### config.mk
export PLATFORM = sky130hd
export DESIGN_NAME = bf16_dot_feeder_44_flat
export DESIGN_NICKNAME = d
export VERILOG_FILES = /design/src/rtl/bf16_dot_feeder_44_if.sv /design/src/rtl/bf16_dot_feeder_44.sv /design/src/flat_wrapper.sv
export SDC_FILE = /design/constraint.sdc
export NUM_CORES = 1
export LEC_CHECK = 0
export CORE_AREA = 2 2 242 197
export DETAILED_ROUTE_END_ITERATION = 10
export DIE_AREA = 0 0 244 199
export GPL_TIMING_DRIVEN = 1
export HOLD_SLACK_MARGIN = 0.06
export PLACE_DENSITY = 0.69
export SKIP_LAST_GASP = 1
export SYNTH_ARGS = -nofsm -noshare
export SYNTH_HDL_FRONTEND = slang
export SYNTH_SLANG_ARGS = --single-unit
### constraint.sdc
create_clock -name clk_44 -period 3.7 [get_ports clk_44]
set_input_delay 0.555 -clock clk_44 [delete_from_list [all_inputs] [get_ports clk_44]]
set_output_delay 0.555 -clock clk_44 [all_outputs]
set_load 0.005 [all_outputs]
### src/rtl/bf16_dot_feeder_44_if.sv
// Handshake and MAC-side signal bundle for the BF16 dot-product feeder.
// slave is the feeder's view; master is the view of whatever drives it.
interface bf16_dot_feeder_44_if #(
    parameter int NUM_ELEM = 12,
    parameter int ELEM_W   = 16
);
    logic                         in_valid_44;
    logic                         in_ready_44;
    logic [ELEM_W-1:0]            in_a_44;
    logic [ELEM_W-1:0]            in_b_44;
    logic                         mac_start_44;
    logic [NUM_ELEM*ELEM_W-1:0]   mac_vector_a_flat_44;
    logic [NUM_ELEM*ELEM_W-1:0]   mac_vector_b_flat_44;
    logic                         mac_done_44;
    logic [ELEM_W-1:0]            mac_result_44;
    logic                         out_valid_44;
    logic                         out_ready_44;
    logic [ELEM_W-1:0]            out_result_44;
    logic                         busy_44;
    logic                         timeout_err_44;

    modport slave (
        input  in_valid_44, in_a_44, in_b_44, mac_done_44, mac_result_44, out_ready_44,
        output in_ready_44, mac_start_44, mac_vector_a_flat_44, mac_vector_b_flat_44,
               out_valid_44, out_result_44, busy_44, timeout_err_44
    );

    modport master (
        output in_valid_44, in_a_44, in_b_44, mac_done_44, mac_result_44, out_ready_44,
        input  in_ready_44, mac_start_44, mac_vector_a_flat_44, mac_vector_b_flat_44,
               out_valid_44, out_result_44, busy_44, timeout_err_44
    );
endinterface

### src/rtl/bf16_dot_feeder_44.sv
// Packs A/B element pairs for BF16DotProduct_44, starts it, waits for done
// (with a timeout guard) and hands the result downstream.
//
// state    | meaning
// ---------+---------------------------------------------------------------
// S_LOAD   | accepting element pairs into slots 0..NUM_ELEM-1
// S_START  | one-cycle mac_start pulse; clears timer and timeout flag
// S_WAIT   | waiting for a rising edge of mac_done or timer expiry
// S_OUTPUT | result presented on out_valid until downstream accepts it
module bf16_dot_feeder_44 #(
    parameter int          NUM_ELEM       = 12,
    parameter int          ELEM_W         = 16,
    parameter int          TIMEOUT_CYCLES = 64,
    parameter logic [15:0] NAN_VALUE      = 16'h7FC0
) (
    input  logic                  clk_44,
    input  logic                  rst_n_44,
    bf16_dot_feeder_44_if.slave   io_bus
);
    localparam int IDX_W = (NUM_ELEM > 1) ? $clog2(NUM_ELEM) : 1;
    localparam int TMR_W = $clog2(TIMEOUT_CYCLES + 1);
    localparam logic [IDX_W-1:0] IDX_LAST = IDX_W'(NUM_ELEM - 1);
    localparam logic [TMR_W-1:0] TMR_LAST = TMR_W'(TIMEOUT_CYCLES - 1);

    typedef enum logic [1:0] {S_LOAD, S_START, S_WAIT, S_OUTPUT} state_t;

    state_t                     r_state;
    state_t                     w_state_nxt;
    logic [IDX_W-1:0]           r_idx;
    logic [TMR_W-1:0]           r_timer;
    logic [NUM_ELEM*ELEM_W-1:0] r_flat_a;
    logic [NUM_ELEM*ELEM_W-1:0] r_flat_b;
    logic [ELEM_W-1:0]          r_out_result;
    logic                       r_timeout_err;
    logic                       r_done_q;

    logic w_accept;
    logic w_done_edge;
    logic w_timeout;
    logic w_in_ready;
    logic w_mac_start;
    logic w_out_valid;
    logic w_busy;

    // A done level held over from the previous job must not count as completion.
    assign w_done_edge = io_bus.mac_done_44 & ~r_done_q;
    assign w_timeout   = (r_timer == TMR_LAST);
    assign w_accept    = w_in_ready & io_bus.in_valid_44;

    always_ff @(posedge clk_44 or negedge rst_n_44) begin
        if (!rst_n_44) begin
            r_state <= S_LOAD;
        end else begin
            r_state <= w_state_nxt;
        end
    end

    always_comb begin
        w_state_nxt = r_state;
        w_in_ready  = 1'b0;
        w_mac_start = 1'b0;
        w_out_valid = 1'b0;
        w_busy      = 1'b1;
        case (r_state)
            S_LOAD: begin
                w_in_ready = 1'b1;
                w_busy     = 1'b0;
                if (io_bus.in_valid_44 && (r_idx == IDX_LAST)) begin
                    w_state_nxt = S_START;
                end
            end
            S_START: begin
                w_mac_start = 1'b1;
                w_state_nxt = S_WAIT;
            end
            S_WAIT: begin
                if (w_done_edge || w_timeout) begin
                    w_state_nxt = S_OUTPUT;
                end
            end
            S_OUTPUT: begin
                w_out_valid = 1'b1;
                if (io_bus.out_ready_44) begin
                    w_state_nxt = S_LOAD;
                end
            end
            default: w_state_nxt = S_LOAD;
        endcase
    end

    always_ff @(posedge clk_44 or negedge rst_n_44) begin
        if (!rst_n_44) begin
            r_idx         <= '0;
            r_timer       <= '0;
            r_flat_a      <= '0;
            r_flat_b      <= '0;
            r_out_result  <= '0;
            r_timeout_err <= 1'b0;
            r_done_q      <= 1'b0;
        end else begin
            r_done_q <= io_bus.mac_done_44;
            case (r_state)
                S_LOAD: begin
                    if (w_accept) begin
                        for (int i = 0; i < NUM_ELEM; i++) begin
                            if (r_idx == IDX_W'(i)) begin
                                r_flat_a[i*ELEM_W +: ELEM_W] <= io_bus.in_a_44;
                                r_flat_b[i*ELEM_W +: ELEM_W] <= io_bus.in_b_44;
                            end
                        end
                        r_idx <= (r_idx == IDX_LAST) ? '0 : r_idx + 1'b1;
                    end
                end
                S_START: begin
                    r_timer       <= '0;
                    r_timeout_err <= 1'b0;
                end
                S_WAIT: begin
                    r_timer <= r_timer + 1'b1;
                    // Completion takes priority over a simultaneous timeout.
                    if (w_done_edge) begin
                        r_out_result <= io_bus.mac_result_44;
                    end else if (w_timeout) begin
                        r_out_result  <= ELEM_W'(NAN_VALUE);
                        r_timeout_err <= 1'b1;
                    end
                end
                default: ;
            endcase
        end
    end

    assign io_bus.in_ready_44          = w_in_ready;
    assign io_bus.mac_start_44         = w_mac_start;
    assign io_bus.mac_vector_a_flat_44 = r_flat_a;
    assign io_bus.mac_vector_b_flat_44 = r_flat_b;
    assign io_bus.out_valid_44         = w_out_valid;
    assign io_bus.out_result_44        = r_out_result;
    assign io_bus.busy_44              = w_busy;
    assign io_bus.timeout_err_44       = r_timeout_err;
endmodule

### src/flat_wrapper.sv
// flat-port wrapper written by rule: the top's interface ports become plain ports
module bf16_dot_feeder_44_flat 
#(
    parameter int          NUM_ELEM       = 12,
    parameter int          ELEM_W         = 16,
    parameter int          TIMEOUT_CYCLES = 64,
    parameter logic [15:0] NAN_VALUE      = 16'h7FC0
)
  (clk_44, rst_n_44, io_bus_in_valid_44, io_bus_in_a_44, io_bus_in_b_44, io_bus_mac_done_44, io_bus_mac_result_44, io_bus_out_ready_44, io_bus_in_ready_44, io_bus_mac_start_44, io_bus_mac_vector_a_flat_44, io_bus_mac_vector_b_flat_44, io_bus_out_valid_44, io_bus_out_result_44, io_bus_busy_44, io_bus_timeout_err_44);
  bf16_dot_feeder_44_if #(.NUM_ELEM(NUM_ELEM), .ELEM_W(ELEM_W)) io_bus_i ();
  input  logic clk_44;
  input  logic rst_n_44;
  input wire logic [$bits(io_bus_i.in_valid_44)-1:0] io_bus_in_valid_44;
  input wire logic [$bits(io_bus_i.in_a_44)-1:0] io_bus_in_a_44;
  input wire logic [$bits(io_bus_i.in_b_44)-1:0] io_bus_in_b_44;
  input wire logic [$bits(io_bus_i.mac_done_44)-1:0] io_bus_mac_done_44;
  input wire logic [$bits(io_bus_i.mac_result_44)-1:0] io_bus_mac_result_44;
  input wire logic [$bits(io_bus_i.out_ready_44)-1:0] io_bus_out_ready_44;
  output wire logic [$bits(io_bus_i.in_ready_44)-1:0] io_bus_in_ready_44;
  output wire logic [$bits(io_bus_i.mac_start_44)-1:0] io_bus_mac_start_44;
  output wire logic [$bits(io_bus_i.mac_vector_a_flat_44)-1:0] io_bus_mac_vector_a_flat_44;
  output wire logic [$bits(io_bus_i.mac_vector_b_flat_44)-1:0] io_bus_mac_vector_b_flat_44;
  output wire logic [$bits(io_bus_i.out_valid_44)-1:0] io_bus_out_valid_44;
  output wire logic [$bits(io_bus_i.out_result_44)-1:0] io_bus_out_result_44;
  output wire logic [$bits(io_bus_i.busy_44)-1:0] io_bus_busy_44;
  output wire logic [$bits(io_bus_i.timeout_err_44)-1:0] io_bus_timeout_err_44;
  assign io_bus_i.in_valid_44 = io_bus_in_valid_44;
  assign io_bus_i.in_a_44 = io_bus_in_a_44;
  assign io_bus_i.in_b_44 = io_bus_in_b_44;
  assign io_bus_i.mac_done_44 = io_bus_mac_done_44;
  assign io_bus_i.mac_result_44 = io_bus_mac_result_44;
  assign io_bus_i.out_ready_44 = io_bus_out_ready_44;
  assign io_bus_in_ready_44 = io_bus_i.in_ready_44;
  assign io_bus_mac_start_44 = io_bus_i.mac_start_44;
  assign io_bus_mac_vector_a_flat_44 = io_bus_i.mac_vector_a_flat_44;
  assign io_bus_mac_vector_b_flat_44 = io_bus_i.mac_vector_b_flat_44;
  assign io_bus_out_valid_44 = io_bus_i.out_valid_44;
  assign io_bus_out_result_44 = io_bus_i.out_result_44;
  assign io_bus_busy_44 = io_bus_i.busy_44;
  assign io_bus_timeout_err_44 = io_bus_i.timeout_err_44;
  bf16_dot_feeder_44 #(.NUM_ELEM(NUM_ELEM), .ELEM_W(ELEM_W), .TIMEOUT_CYCLES(TIMEOUT_CYCLES), .NAN_VALUE(NAN_VALUE)) u_core (.clk_44(clk_44), .rst_n_44(rst_n_44), .io_bus(io_bus_i));
endmodule
Word-level counts from Yosys, hierarchy flattened
Index checks and enable logic that the tools add are counted.
{"block": "word_totals", "reg_bits": 415, "latch_bits": 0, "ramBits": 0, "rom_bits": 0, "input_bits": 53, "out_inout_bits": 405, "word_cells": 92, "mem_count": 0}
{"block": "classes", "addsub": 2, "mul": 0, "n_div": 0, "order_cmp": 0, "n_eq_ne": 20, "shifts": 0, "mux": 15, "bitwise": 3, "reduce_logical": 22}
{"op": "$reduce_and 3->1", "n": 14}
{"op": "$mux 16", "n": 2}
{"op": "$eq 4x3->1 const B", "n": 4}
{"op": "$eq 4x4->1 const B", "n": 4}
{"op": "$pmux 7 s2", "n": 1}
{"op": "$eq 4x2->1 const B", "n": 2}
{"op": "$pmux 2 s4", "n": 1}
{"op": "$add 7x1->7 const B", "n": 1}
{"op": "$eq 7x6->1 const B", "n": 1}
{"op": "$mux 1", "n": 6}
{"op": "$mux 2", "n": 3}
{"op": "$ne 2x1->1 const B", "n": 3}
{"op": "$add 4x1->4 const B", "n": 1}
{"op": "$eq 2x2->1 const B", "n": 2}
{"op": "$eq 4x1->1 const B", "n": 1}
{"op": "$logic_not 4->1", "n": 1}
{"op": "$mux 4", "n": 1}
{"op": "$ne 2x2->1 const B", "n": 2}
{"op": "$reduce_and 2->1", "n": 2}
{"op": "$reduce_bool 2->1", "n": 2}
{"op": "$and 1x1->1", "n": 2}
{"op": "$eq 2x1->1 const B", "n": 1}
{"op": "$logic_not 2->1", "n": 1}
{"op": "$pmux 1 s2", "n": 1}
{"op": "3 further kinds", "n": 3}

Depth between registers and ports, before layout
Gate-level depths: netlist of run 1.
{"block": "logic_depth", "depth_word": 5, "ltp_mapped": 8, "mapped_depth_nobuf": 6}

Worst setup path after synthesis of run 1
OpenSTA, ideal clock, no wires.
{"block": "synth_timing", "path_type": "register to register", "startpoint": "reg u_core.r_state[0]", "endpoint": "reg u_core.r_flat_a[32] (netlist: u_core.io_bus.mac_vector_a_flat_44[32])", "setup_time_ns": 0.125, "t_arrival_ns": 1.778, "required_ns": 3.575, "slack_ns": 1.797, "stages_incl_launch_ff": 8, "n_path_buf": 2, "period_less_slack_ns": 1.903, "path_cell_list": "dfrtp_1 -> inv_1 -> ha_1 -> buf_2 -> nand2_1 -> nor3b_2 -> buf_4 -> mux2_2"}
{"block": "synth_between", "elab_chain_cells": 4}
{"item": "start, declared", "line_no": "bf16_dot_feeder_44.sv:27", "source": "state_t r_state;"}
{"item": "start signal, assigned", "line_no": "bf16_dot_feeder_44.sv:54", "source": "r_state <= w_state_nxt;"}
{"item": "$logic_not 2->1", "line_no": "bf16_dot_feeder_44.sv:64", "source": "case (r_state)"}
{"item": "$mux 1", "line_no": "bf16_dot_feeder_44.sv:64"}
{"item": "named net io_bus_in_ready_44", "line_no": "flat_wrapper.sv:19", "source": "output wire logic [$bits(io_bus_i.in_ready_44)-1:0] io_bus_in_ready_44;"}
{"item": "$and 1x1->1", "line_no": "bf16_dot_feeder_44.sv:48", "source": "assign w_accept = w_in_ready & io_bus.in_valid_44;"}
{"item": "$reduce_and 3->1 (no line)"}
{"item": "end signal, assigned by index", "line_no": "bf16_dot_feeder_44.sv:107", "source": "r_flat_a[i*ELEM_W +: ELEM_W] <= io_bus.in_a_44;"}
{"item": "end, declared", "line_no": "bf16_dot_feeder_44.sv:31", "source": "logic [NUM_ELEM*ELEM_W-1:0] r_flat_a;"}
The timed path passes the listed nets, and every way through them passes these cells.
A chain may end at the register's enable or synchronous reset.

Worst setup path after layout of run 1
{"block": "layout_timing", "startpoint": "reg u_core.r_state[0]", "endpoint": "out io_bus_busy_44"}
{"block": "layout_between", "elab_chain_cells": 2}
{"item": "$logic_not 2->1", "line_no": "bf16_dot_feeder_44.sv:64"}
{"item": "$mux 1", "line_no": "bf16_dot_feeder_44.sv:64"}
{"item": "end, declared", "line_no": "flat_wrapper.sv:25", "source": "output wire logic [$bits(io_bus_i.busy_44)-1:0] io_bus_busy_44;"}
No other way between the ends.

==> results of run 1 <==
==> routing by layer <==
metal,wire length (um),part of all wire
met4,827,0.018
met2,22100,0.47
met3,3640,0.077
met1,20500,0.44
met5,0,0
==> cell type report <==
cell class,count,area [um2]
Fill cell,3965,23500
Sequential cell,415,10400
Multi-Input combinational cell,510,5150
Timing Repair Buffer,484,4910
Clock buffer,63,1290
Tap cell,620,776
Clock inverter,13,199
Inverter,12,45.0
==> where the power goes <==
part / switching [mW] / internal (mW)
registers: 1.12 / 6.48
logic: 2.31 / 4.75
clock network: 1.78 / 2.77
==> path summary, 6_finish.rpt <==
check	depth (start not counted)	slack, ns	start	to
worst max-delay path	4	1.00	u_core.r_state[0]	io_bus_busy_44
worst min-delay path	1	0.04	rst_n_44	u_core.io_bus.mac_vector_a_flat_44[39]
worst max register to register	6	1.12	u_core.r_state[0]	u_core.io_bus.mac_vector_b_flat_44[22]
worst min register to register	1	0.49	u_core.io_bus.mac_vector_b_flat_44[2]	u_core.io_bus.mac_vector_b_flat_44[2]
max in group asynchronous	2	2.67	rst_n_44	u_core.io_bus.mac_vector_b_flat_44[131]
min in group clk_44	1	0.49	u_core.io_bus.mac_vector_b_flat_44[2]	u_core.io_bus.mac_vector_b_flat_44[2]
==> sequential cells by signal, indices dropped and copies added (netlist names) <==
register / flops
u_core.io_bus.mac_vector_a_flat_44: 192
u_core.io_bus.mac_vector_b_flat_44: 192
u_core.io_bus.out_result_44: 16
u_core.io_bus.timeout_err_44: 1
u_core.r_done_q: 1
u_core.r_idx: 4
u_core.r_state: 2
u_core.r_timer: 7
==> cells by family after synthesis <==
family | count (synthesis) | share of synthesized area
multiplexers | 388 | 0.273
XOR/XNOR | 1 | 0.000548
flip-flops | 415 | 0.650
buffers and inverters | 87 | 0.0315
AO/OA/AOI/OAI | 35 | 0.0126
adder cells (fa/ha/maj) | 9 | 0.00705
AND/OR/NAND/NOR | 77 | 0.0251
==> worst max-delay path, delay by kind of cell (launching register included) <==
family                   cells  cell delay, ns
adder cells (fa/ha/maj)      1            0.42
buffers and inverters        3            0.77
flip-flops                   1            0.41
==> cell usage in the layout, fill, tap and decap left out, drive strengths merged, types with 3 or more instances in the layout <==
cell           Yosys  layout
dfrtp            415     415
nand2             43      43
nor3b              3       3
nand3              5       5
a21oi              3       3
nor2              13      13
o21ai             23      23
ha                 9       9
nand4              4       4
clkbuf             6      63
inv               12      13
clkdlybuf4s50      0     456
mux2             387     387
clkinv             0       5
bufinv             0       5
buf               69      28
==> through the flow <==
step           power [mW]  utilization  setup slack (ns)  hold WS, ns  cell area (um2)
2_1_floorplan        9.83            -              1.80        0.259            16000
3_3_place_gp         14.6        0.459             0.806        0.471            21300
3_5_place_dp         14.8        0.459             0.739        0.482            21300
4_1_cts              19.5        0.492             0.961       0.0653            22800
5_1_grt              20.3        0.492             0.839        0.104            22800
6_report             19.2        0.492              1.00       0.0425            22800
==> results.py, run 1 <==
metrics = {
    "status": {
        "outcome": "finished, final reports clean",
    },
    "grt": {
        "grt-ovfl-total": 0,
        "antenna_found_initial": 0,
        "grt_pass1_wl_um": 69600,
        "grt_util_met3": 0.0633,
        "use_met1": 0.247,
        "busiest_layer": "met2",
        "met2_usage": 0.310,
        "grt_usage": 0.191,
        "grt_max_degree": 99,
        "first_global_vias": 10690,
    },
    "sta": {
        "skew_ns": 0.0131,
        "rsz0062_at_grt": "false",
        "slew_viol_final": 0,
        "slew_headroom": 0.216,
        "finalSetupViolCount": 0,
        "fmax_ghz": 0.371,
        "fin_setup_tns_ns": 0,
        "period_share": 0.729,
        "period_needed_ns": 2.70,
        "final-hold-violation-count": 0,
        "worst_pin_slew_ns": 1.17,
    },
    "placement": {
        "portBuffers": 457,
        "place_hpwl_um": 31700,
        "dp.cells": 2041,
        "gp_congestion": 0.757,
    },
    "yosys": {
        "synth_common_cells": "dfrtp_1, mux2_2, nand2_1",
        "yosysSeqAreaShare": 0.650,
        "syn_inst": 1012,
        "ys.flop_type": "dfrtp_1",
        "synth_edf_count": 0,
        "synth_warnings": 0,
        "synth-seq-cells": 415,
        "avgSynthCellArea_um2": 15.8,
        "synth_area_um2": 16000,
        "synth_top_area_cell": "dfrtp_1",
        "synth_nets": 1074,
        "synth_top_area_frac": 0.650,
        "async_flop_share": 1.00,
        "yosysMostFrequentCell": "dfrtp_1",
        "ys_types": 40,
        "synth_area_leaders": "dfrtp_1, mux2_2, buf_4",
    },
    "min_path": {
        "hp-class": "in2async",
    },
    "cts": {
        "clock_latency_ns": 0.55,
        "cts-root-buf": "clkbuf_16",
        "clkTransAtPathRegs_ns": 0.06,
        "cts_buffer_depth": 3,
        "htreeDepth": 2,
        "cts_resized": 0,
        "cts_made_buffers": 43,
        "postCtsHoldBufs": 0,
        "cts_tree": "built",
        "cts.sinks": 415,
        "post_cts_buffers": 0,
    },
    "setup_path": {
        "critical_path_class": "reg2out",
        "worstSetupEndpointType": "output port",
        "critPathSlowestCell": "clkdlybuf4s50_1",
        "worstPathMaxFanout": 12,
        "startpoint_type": "flop",
        "critPathRequiredTime_ns": 3.14,
        "crit_chain": "inv_1, ha_1, inv_1, clkdlybuf4s50_1",
        "cp_common_cell": "inv_1",
        "worstPathArrival_ns": 2.14,
        "max_stage_delay_ns": 0.49,
    },
    "detailed_routing": {
        "first_pass_iters": 4,
        "post_drt_wl_per_cell_um": 22.2,
        "wl_um": 47100,
        "drc": 0,
        "drt_iter0_markers": 397,
        "drtAntennaViolNets": 0,
        "vias_per_cell": 4.79,
        "route.vias.total": 10138,
    },
    "finish": {
        "final_layout_size_suffix_gt1_frac": 0.329,
        "nets": 1528,
        "diodes": 0,
        "syn_to_final_growth_pct": 42.4,
        "final_cells": 2117,
    },
    "die": {
        "die_w_um": 244,
        "coreArea_um2": 46300,
        "dieArea_um2": 48600,
        "rows": 71,
        "start_util": 0.345,
        "die_h_um": 199,
        "pin_count": 458,
    },
    "power": {
        "peakVddDrop_v": 0.000467,
        "p_leak_nw": 10.1,
        "p_per_area_nw_per_um2": 844,
    },
    "flow_run": {
        "drv_cap": 0,
    },
}
(Power assumes the default switching activity.)
==> inputs of run 2 (changes only) <==
- clock period: 3.7 -> 2.6 ns (I/O delays scaled with it)
==> run 2 against run 1 <==
Compared with the run above:
- first-iteration DRC count down 4.3%
- clock-buffer cell count up 6
- power up 40%
- highest routed layer unchanged
- clock power up 32%
==> results.py, run 2 (synthesis results as in run 1) <==
metrics = {
    "status": {
        "outcome": "finished, final reports clean",
    },
    "finish": {
        "mostFrequentLayoutCell": "clkdlybuf4s50_1",
        "nets": 1544,
        "final_cell_mix": "clkdlybuf4s50_1, dfrtp_1, mux2_2, clkbuf_16, nand2_1",
        "final_layout_size_suffix_gt1_frac": 0.332,
        "utilization": 0.494,
        "syn_to_final_growth_pct": 43.0,
        "diodes": 0,
    },
    "die": {
        "coreArea_um2": 46300,
        "dieArea_um2": 48600,
        "pin_count": 458,
        "die_w_um": 244,
        "die_h_um": 199,
        "start_util": 0.345,
        "rows": 71,
    },
    "setup_path": {
        "r2r-end": "u_core.io_bus.mac_vector_b_flat_44[114]",
        "reg2reg_depth": 6,
        "r2r-start": "u_core.r_state[0]",
        "critPathTopFamily": "buffers and inverters",
        "critPathRequiredTime_ns": 2.21,
        "worstPathArrival_ns": 2.08,
        "path_buf_inv": 4,
        "critPathLaunch": "u_core.r_state[1]",
        "worstSetupEndpointType": "output port",
        "critPathSlowestCell": "clkdlybuf4s50_1",
        "cp_common_cell": "inv_1",
        "critical_path_class": "reg2out",
        "worstPathMaxFanout": 7,
        "startpoint_type": "flop",
        "cp_num_cells": 5,
        "crit_path_end": "io_bus_busy_44",
        "max_stage_delay_ns": 0.51,
        "crit_chain": "inv_1, ha_2, buf_4, inv_1, clkdlybuf4s50_1",
        "r2r_slack_ns": 0.59,
    },
    "grt": {
        "met2_usage": 0.300,
        "use_met1": 0.255,
        "grt-ovfl-total": 0,
        "first_global_vias": 10966,
        "grt_usage": 0.192,
        "grt_max_degree": 81,
        "busiest_layer": "met2",
        "grt_util_met3": 0.0641,
        "grt_pass1_wl_um": 70400,
        "antenna_found_initial": 0,
    },
    "flow_run": {
        "drv_cap": 0,
    },
    "sta": {
        "rsz0062_at_grt": "false",
        "slew_viol_final": 0,
        "worst_pin_slew_ns": 0.791,
        "final-hold-violation-count": 0,
        "slew_headroom": 0.473,
        "fin_setup_tns_ns": 0,
        "period_needed_ns": 2.47,
        "fmax_ghz": 0.405,
        "holdWs_ns": 0.330,
        "skew_ns": 0.0163,
        "timing.final.ws_setup_ns": 0.133,
        "finalSetupViolCount": 0,
        "period_share": 0.949,
    },
    "cts": {
        "htreeDepth": 2,
        "cts_tree": "built",
        "cts-root-buf": "clkbuf_16",
        "cts.sinks": 415,
        "clkTransAtPathRegs_ns": 0.06,
        "clock_latency_ns": 0.55,
        "cts_made_buffers": 43,
        "cts_buffer_depth": 3,
    },
    "detailed_routing": {
        "drt_iter0_markers": 380,
        "route.vias.total": 10145,
        "first_pass_iters": 4,
        "vias_per_cell": 4.76,
        "post_drt_wl_per_cell_um": 21.8,
        "drtAntennaViolNets": 0,
        "wl_um": 46500,
        "drc": 0,
    },
    "placement": {
        "place_hpwl_um": 31800,
        "gp_congestion": 0.751,
        "portBuffers": 457,
        "pre_cts_slack_ns": 0.233,
    },
    "min_path": {
        "worstHoldStart": "io_bus_mac_done_44",
        "hold_depth": 1,
        "hp-class": "in2reg",
    },
    "power": {
        "peakVddDrop_v": 0.000678,
        "p_per_area_nw_per_um2": 1180,
        "p_leak_nw": 10.1,
    },
}
-- run 2: cell count changes in the layout (fill, tap and decap cells not counted), sizes merged --
cell         previous run  this run
bufinv                  5         1
clkinv                  5         4
inv                    13        12
clkbuf                 63        69
buf                    28        43
dlygate4sd3             0         1
-- run 2: area by class of cell --
cell class                      instances  area, um2
Fill cell                            3945      23400
Sequential cell                       415      10400
Multi-Input combinational cell        510       5150
Timing Repair Buffer                  500       5120
Clock buffer                           69       1310
Tap cell                              620        776
Clock inverter                          7       65.1
Inverter                               12       45.0
-- run 2: report_power, final --
part / leakage [nW] / switching, mW / internal, mW
registers: 5.37 / 1.55 / 9.22
logic: 4.06 / 3.30 / 6.82
clock network: 0.667 / 2.49 / 3.53
total: 10.1 / 7.33 / 19.6
-- run 2: worst min path at each step --
| stage | endpoint |
|---|---|
| 3_5_place_dp | u_core.io_bus.mac_vector_a_flat_44[95] |
| 2_1_floorplan | u_core.io_bus.mac_vector_a_flat_44[0] |
| 3_3_place_gp | u_core.io_bus.mac_vector_a_flat_44[95] |
| 6_report | u_core.r_done_q |
| 5_1_grt | u_core.r_done_q |
| 4_1_cts | u_core.r_done_q |
-- run 2: repair_timing --
item,in CTS,in global routing
hold buffers,1,0
gates resized for setup,0,1
setup buffers,0,0
endpoints found under the setup margin,0,1
endpoints found under the hold margin,62,0
-- run 2: per-stage QoR --
stage          power (mW)  instances  instance area [um2]
2_1_floorplan        14.0       1012                16000
4_1_cts              27.2       2133                22800
5_1_grt              28.4       2133                22800
3_5_place_dp         21.1       2056                21500
6_report             26.9       2133                22800
3_3_place_gp         20.8       2056                21500
-- run 2: metal layers --
layer,share of wire,up-vias
li1,-,4463
met1,0.44,5265
met2,0.46,363
met3,0.085,54
met4,0.019,0
met5,0,-
-- run 2: worst register-to-register path, cell delays in order, from the launching register on --
cell and delay [ns]:
dfrtp_1 0.40, inv_1 0.12, ha_2 0.25, nand2_1 0.26, nor2_4 0.22, buf_4 0.26, mux2_2 0.38
